**src/rtl/program_loader.sv**
```systemverilog
// Boot loader: receives a length-prefixed byte frame, assembles 18-bit words,
// writes them to program memory from address 0 and releases the CPU on a good XOR checksum.
module program_loader #(
    parameter  int ADDR_W = 16,
    localparam int WORD_W = 18
) (
    input  logic              i_clock,
    input  logic              i_resetN,
    input  logic              i_start,
    input  logic [0:7]        i_byte,
    input  logic              i_byteValid,
    output logic              o_byteReady,
    output logic [0:ADDR_W-1] o_memAddr,
    output logic [0:WORD_W-1] o_memData,
    output logic              o_memWrite,
    output logic              o_cpuRun,
    output logic              o_done,
    output logic              o_error,
    output logic [0:15]       o_count
);

    typedef enum logic [3:0] {
        S_IDLE,
        S_LEN_HI,
        S_LEN_LO,
        S_B0,
        S_B1,
        S_B2,
        S_WRITE,
        S_CHK,
        S_DONE,
        S_ERROR
    } state_t;

    state_t      state;
    state_t      state_next;

    logic [0:15] len;          // word count N, big-endian
    logic [0:1]  b0_lo;        // only the two LSBs of B0 reach the instruction
    logic [0:7]  b1;
    logic [0:7]  chk_acc;      // running XOR of every accepted byte
    logic [0:15] count_inc;
    logic [0:15] len_full;
    logic        xfer;
    logic        start_load;
    logic        chk_ok;

    assign xfer      = i_byteValid && o_byteReady;
    assign count_inc = o_count + 16'd1;
    assign len_full  = {len[0:7], i_byte};
    assign chk_ok    = (chk_acc ^ i_byte) == 8'h00;

    // NOTE: every signal written here gets a default first; a path that
    // leaves one unassigned would infer a latch.
    always_comb begin
        state_next  = state;
        o_byteReady = 1'b0;
        o_memWrite  = 1'b0;
        start_load  = 1'b0;

        case (state)
            S_IDLE, S_DONE, S_ERROR: begin
                if (i_start) begin
                    start_load = 1'b1;
                    state_next = S_LEN_HI;
                end
            end
            S_LEN_HI: begin
                o_byteReady = 1'b1;
                if (i_byteValid) state_next = S_LEN_LO;
            end
            S_LEN_LO: begin
                o_byteReady = 1'b1;
                if (i_byteValid) state_next = (len_full == 16'd0) ? S_CHK : S_B0;
            end
            S_B0: begin
                o_byteReady = 1'b1;
                if (i_byteValid) state_next = S_B1;
            end
            S_B1: begin
                o_byteReady = 1'b1;
                if (i_byteValid) state_next = S_B2;
            end
            S_B2: begin
                o_byteReady = 1'b1;
                if (i_byteValid) state_next = S_WRITE;
            end
            S_WRITE: begin
                o_memWrite = 1'b1;
                state_next = (count_inc == len) ? S_CHK : S_B0;
            end
            S_CHK: begin
                o_byteReady = 1'b1;
                if (i_byteValid) state_next = chk_ok ? S_DONE : S_ERROR;
            end
            default: state_next = S_IDLE;
        endcase
    end

    // NOTE: sequential state uses non-blocking assignments so every flop
    // samples pre-edge values regardless of statement order.
    always_ff @(posedge i_clock or negedge i_resetN) begin
        if (!i_resetN) begin
            state <= S_IDLE;
        end else begin
            state <= state_next;
        end
    end

    always_ff @(posedge i_clock or negedge i_resetN) begin
        if (!i_resetN) begin
            len       <= '0;
            b0_lo     <= '0;
            b1        <= '0;
            chk_acc   <= '0;
            o_memAddr <= '0;
            o_memData <= '0;
            o_count   <= '0;
            o_cpuRun  <= 1'b0;
            o_done    <= 1'b0;
            o_error   <= 1'b0;
        end else begin
            if (start_load) begin
                chk_acc   <= '0;
                o_memAddr <= '0;
                o_count   <= '0;
                o_cpuRun  <= 1'b0;
                o_done    <= 1'b0;
                o_error   <= 1'b0;
            end

            if (xfer) chk_acc <= chk_acc ^ i_byte;

            case (state)
                S_LEN_HI: if (xfer) len[0:7]  <= i_byte;
                S_LEN_LO: if (xfer) len[8:15] <= i_byte;
                S_B0:     if (xfer) b0_lo     <= i_byte[6:7];
                S_B1:     if (xfer) b1        <= i_byte;
                S_B2:     if (xfer) o_memData <= {b0_lo, b1, i_byte};
                S_WRITE: begin
                    // Address truncates naturally when ADDR_W < 16.
                    o_memAddr <= o_memAddr + ADDR_W'(1);
                    o_count   <= count_inc;
                end
                S_CHK: begin
                    if (xfer) begin
                        o_done   <= chk_ok;
                        o_cpuRun <= chk_ok;
                        o_error  <= !chk_ok;
                    end
                end
                default: ;
            endcase
        end
    end

endmodule
```
**config.mk**
```make
export PLATFORM = sky130hd
export DESIGN_NAME = program_loader
export DESIGN_NICKNAME = d
export VERILOG_FILES = /design/src/rtl/program_loader.sv
export SDC_FILE = /design/constraint.sdc
export NUM_CORES = 1
export LEC_CHECK = 0
export ABC_AREA = 0
export BUFFER_PORTS_ARGS = -buffer_cell sky130_fd_sc_hd__buf_2
export CAP_MARGIN = 20
export CORE_MARGIN = 8
export CORE_UTILIZATION = 57
export CTS_CLUSTER_DIAMETER = 150
export DETAILED_ROUTE_END_ITERATION = 10
export PLACE_DENSITY = 0.89
export SETUP_SLACK_MARGIN = 0.2
export SLEW_MARGIN = 20
export SYNTH_ARGS = -nofsm -noshare
export SYNTH_HDL_FRONTEND = slang
export SYNTH_SLANG_ARGS = --single-unit
```
**constraint.sdc**
```tcl
create_clock -name i_clock -period 2.1 [get_ports i_clock]
set_clock_uncertainty 0.15 [all_clocks]
set_input_delay 0.21 -clock i_clock [delete_from_list [all_inputs] [get_ports i_clock]]
set_output_delay 0.21 -clock i_clock [all_outputs]
set_load 0.005 [all_outputs]
```
# Yosys cells after proc, flatten, opt, wreduce, memory -nomap -nowiden
# Index checks and enable logic that the tools add are counted.
dict set report op_classes {
  eq_ne 17
  reduce_logical 15
  n_mul 0
  n_lt_le_gt_ge 0
  n_div 0
  add_sub_neg 2
  n_mux 29
  n_shift 0
  bitwise 1
}
# op count
set ops {}
lappend ops {{16-bit 2-to-1 mux} 3}
lappend ops {{16-bit by 1-bit adder with 16-bit output (second input constant)} 2}
lappend ops {{4-bit one-hot mux with 8 select lines} 1}
lappend ops {{4-bit 2-to-1 mux} 7}
lappend ops {{16-bit equality test} 1}
lappend ops {{4-bit by 3-bit equality test with 1-bit output (second input constant)} 4}
lappend ops {{16-bit logical NOT} 1}
lappend ops {{8-bit 2-to-1 mux} 2}
lappend ops {{1-bit 2-to-1 mux} 14}
lappend ops {{2-bit != test (second input constant)} 7}
lappend ops {{2-bit AND reduction} 5}
lappend ops {{4-bit by 2-bit equality test with 1-bit output (second input constant)} 2}
lappend ops {{4-bit equality test (second input constant)} 2}
lappend ops {{8-bit logical NOT} 1}
lappend ops {{8-bit bitwise XOR} 1}
lappend ops {{7-bit AND reduction} 1}
lappend ops {{3-bit 2-to-1 mux} 2}
lappend ops {{6-bit OR reduction} 1}
lappend ops {{4-bit by 1-bit equality test with 1-bit output (second input constant)} 1}
lappend ops {{4-bit logical NOT} 1}
lappend ops {{2-bit nonzero test} 2}
lappend ops {{3-bit OR reduction} 1}
lappend ops {{1-bit logical AND} 1}
lappend ops {{1-bit logical NOT} 1}
dict set report word_totals {
  mem_bits_ro 0
  register_bits 91
  mem_count 0
  ramBits 0
  latch_bits 0
  out_inout_bits 55
}

# Logic depth before layout (Yosys ltp)
dict set report depth {
  depth_word 6
  ltp_mapped 8
}

# Worst setup path before layout
# Ideal clock, no wire load.
dict set report synth_path {
  path_kind {register to register}
  startpoint {register o_count[15] in the netlist's numbering}
  endpoint {register state[2]}
  stages_incl_launch_ff 8
  setup_slack_ns 0.107
  path_buffers 0
  arrival_ns 1.747
  cell_sequence {dfrtp_1 > ha_1 > nand3_4 > nor2_2 > and3_1 > mux2i_1 > nand4_1 > o31ai_1}
}
dict set report synth_between {
  elab_chain_len 4
}
# element line
set synth_lines {}
lappend synth_lines {{start, declared} 19} ;# output logic [0:15] o_count
lappend synth_lines {{start signal, assigned} 143} ;# o_count <= count_inc;
lappend synth_lines {{16-bit by 1-bit adder with 16-bit output} 49} ;# assign count_inc = o_count + 16'd1;
lappend synth_lines {{16-bit equality test} 90} ;# state_next = (count_inc == len) ? S_CHK : S_B0;
lappend synth_lines {{3-bit 2-to-1 mux} 90}
lappend synth_lines {{4-bit one-hot mux with 8 select lines} 61} ;# case (state)
lappend synth_lines {{end signal, assigned} 106} ;# state <= state_next;
lappend synth_lines {{end, declared} 35} ;# state_t state;
# No other way between the ends.
# A chain may end at the register's enable or synchronous reset.

# Final worst setup path
# Ends and elaborated chain as after synthesis.

==> run metrics <==
async set-reset flop share out of synthesis=100.0%; Syn Std Cell Area=4566 um^2; RSZ-0062 raised after global routing=true; first-pass GRT wire length=18690 um; synth unique cells=51; IO Port Bufs=66; period utilization=98.38%; Avg Inst Size Synth=10.26 um^2; layout cells sized above 1=37.84%; Hold Slack=0.02612 ns; Core Area=7727 um^2; max-cap violations=0; Total GRT Usage=20.76%; Least-Margin Pin Slew=0.4232 ns; Final Slew Violations=0; drt pass-1 iters=4; die span in y=105.5 um; Slew headroom=71.52%; syn_nets=459; Vias=3900; final period demand of the worst path=2.066 ns; VDD IR max=0.001016 V; antenna cells=0; Hold Fails Final Rpt=0; TritonCTS clock tree=built; synth warn=0; clk slew on worst S/H paths=0.10 ns; WS Path Type=reg -> reg; die area=11130 um^2; vias in the first global route=3764; number of I/O pins=67; CP max FO=7; via/cell ratio=6.009; nets=556; status=complete, no violations; DRC violations left=0; Syn Inst Count=445; flops & latches, synth=91; Startpoint Class=flip-flop; clock latency on the worst-skew pair=0.39 ns; initial antenna violation count=0; ys flop type=dfrtp_1; Critical Path End Type=flip-flop; Detail Placement HPWL=7829 um; CTS Buffer Depth=2; largest net degree at the start of global routing=42; WL final=12320 um; crit path DAT=2.20 ns; CTS root buf=clkbuf_8; Pwr Total=7.263 mW; Die X=105.5 um; Synth-to-Final Area Change=26.06%; routability cong.=0.9390; Pwr Density=1262 nW/um^2; filler cell count=517; Num Clock Sinks=91; Req. time, crit path=2.23 ns; dpl cell area=5089 um^2; final instance area=5756 um^2; grt ovf=0; post-synthesis sequential area ratio=49.88%; initial core utilization=59.08%; ANT nets after route=0; leakage=2.656 nW; initial DRC count=235; Worst Hold Class=in -> reg; Site Rows=32; Max Clock Freq=484.0 MHz; total CTS buffers=9; Final setup viols=0; Post-Layout Cell Count=649; placed cell count=608; EDFF count, synth=0; CTS H-Tree Depth=3; DR WL/cell=18.98 um; Post-Route Utilization=74.48%
[through the flow]
stage,setup slack [ns],TNS (ns)
after floorplan,0.2285,0
after global placement,0.1173,0
after detailed placement,0.05245,0
after CTS,0.1495,0
after global routing,-0.04298,-0.04298
final,0.03392,0
[cells by family after synthesis]
| family | count (synthesis) | synth area share [%] |
|---|---|---|
| fa+ha+maj | 2 | 0.5480 |
| flops | 91 | 49.88 |
| xor+xnor | 36 | 6.906 |
| compound gates | 88 | 10.85 |
| buf+inv | 24 | 2.384 |
| mux | 50 | 12.17 |
| simple gates | 154 | 17.27 |
[worst max-delay path, cell delays in order (launching register included)]
cell and delay, ns:
dfrtp_2 0.47, ha_4 0.20, xnor2_2 0.23, nand4_1 0.17, nor4_2 0.34, nand4_1 0.16, o31ai_2 0.24
[registers in the layout, indices dropped and copies added (netlist names)]
signal and count:
o_memAddr 16, state 4, o_count 16, b1 8, b0_lo 2, o_memData 18, len 16, o_cpuRun 1
chk_acc 8, o_done 1, o_error 1
[metal layers]
layer  global-route usage (%)  vias up  wire (um)
met5                        0        -          0
met4                    9.246        0        322
met3                    6.151       30        803
met2                    33.86      156       6221
met1                    24.98     1960       4971
li1                         -     1754          -
[report_power, final]
part | internal (mW) | switching (mW) | leakage, nW
logic | 1.64 | 1.54 | 1.40
registers | 2.36 | 0.511 | 1.16
clock network | 0.469 | 0.737 | 0.101
[final cells by class]
cell class              instances  area (um^2)  area share, %
multi-input cells             330         2400          41.70
inverters                       4        15.01         0.2609
repair buffers                106        728.2          12.65
clock inverters                 7        73.82          1.283
well taps                     102        127.6          2.217
flip-flops and latches         91         2287          39.74
clock buffers                   9        123.9          2.152
[path summary, 6_finish.rpt]
path / cells past startpoint / end / slack, ns / start
setup reg to reg: 6 / state[2]$_DFFE_PN0P_ / 0.03 / o_count[15]$_DFFE_PN0P_
setup / recovery: 6 / state[2]$_DFFE_PN0P_ / 0.03 / o_count[15]$_DFFE_PN0P_
hold / removal: 3 / chk_acc[0]$_DFFE_PN0P_ / 0.03 / i_byte[0]
min in group asynchronous: 2 / o_count[9]$_DFFE_PN0P_ / 0.14 / i_resetN
max in group asynchronous: 3 / state[2]$_DFFE_PN0P_ / 1.03 / i_resetN
hold reg to reg: 1 / o_memAddr[0]$_DFFE_PN0P_ / 0.36 / o_memAddr[0]$_DFFE_PN0P_
[synth_stat cells (2+ instances only)]
master / count / area share (%)
nor2_1: 29 / 2.4
ha_1: 2 / 0.55
nor3_1: 3 / 0.33
buf_4: 3 / 0.49
nor2_2: 2 / 0.27
xnor2_1: 15 / 2.9
nand2_1: 52 / 4.3
nand2b_1: 10 / 1.4
o211ai_1: 3 / 0.49
buf_2: 6 / 0.66
nor2b_1: 2 / 0.27
and4_1: 4 / 0.77
o21ai_1: 2 / 0.22
o31ai_1: 5 / 0.82
xor2_1: 21 / 4.0
and3_1: 6 / 0.82
mux2i_1: 6 / 1.3
nor4_1: 7 / 0.96
or2_2: 2 / 0.27
dfrtp_1: 91 / 50
nand4_1: 6 / 0.82
nand3_1: 16 / 1.8
mux2_2: 44 / 11
clkbuf_1: 10 / 0.82
inv_1: 3 / 0.25
and2_1: 3 / 0.41
a21oi_1: 13 / 1.4
o21ai_0: 56 / 6.1
[cell usage in the layout, fill, tap and decap left out, types with 3 or more instances in the layout]
cell type,synthesis,routed
o211ai_1,3,3
inv_1,3,3
buf_12,0,3
dlygate4sd3_1,0,3
dfrtp_1,91,83
nor2_1,29,28
xnor2_1,15,12
buf_4,3,29
buf_2,6,65
nand2b_1,10,10
mux2i_1,6,6
nor4_1,7,6
nand3_1,16,15
nand4_1,6,6
xor2_1,21,20
nor3_2,1,3
a21oi_1,13,13
mux2_4,0,14
and4_1,4,3
nand2_4,0,3
buf_6,0,4
nand2_1,52,49
o31ai_1,5,4
clkbuf_8,0,9
and3_1,6,5
mux2_2,44,30
o21ai_0,56,53
o21ai_1,2,4
dfrtp_2,0,8
[what timing repair did]
action / CTS / global route
hold buffers: 3 / 0
pin swaps: 3 / 7
resized for setup: 21 / 42
cloned: 0 / 2
setup buffers: 7 / 13
setup endpoints to repair: 52 / 44
hold endpoints to repair: 71 / 0
(Power assumes the default switching activity.)
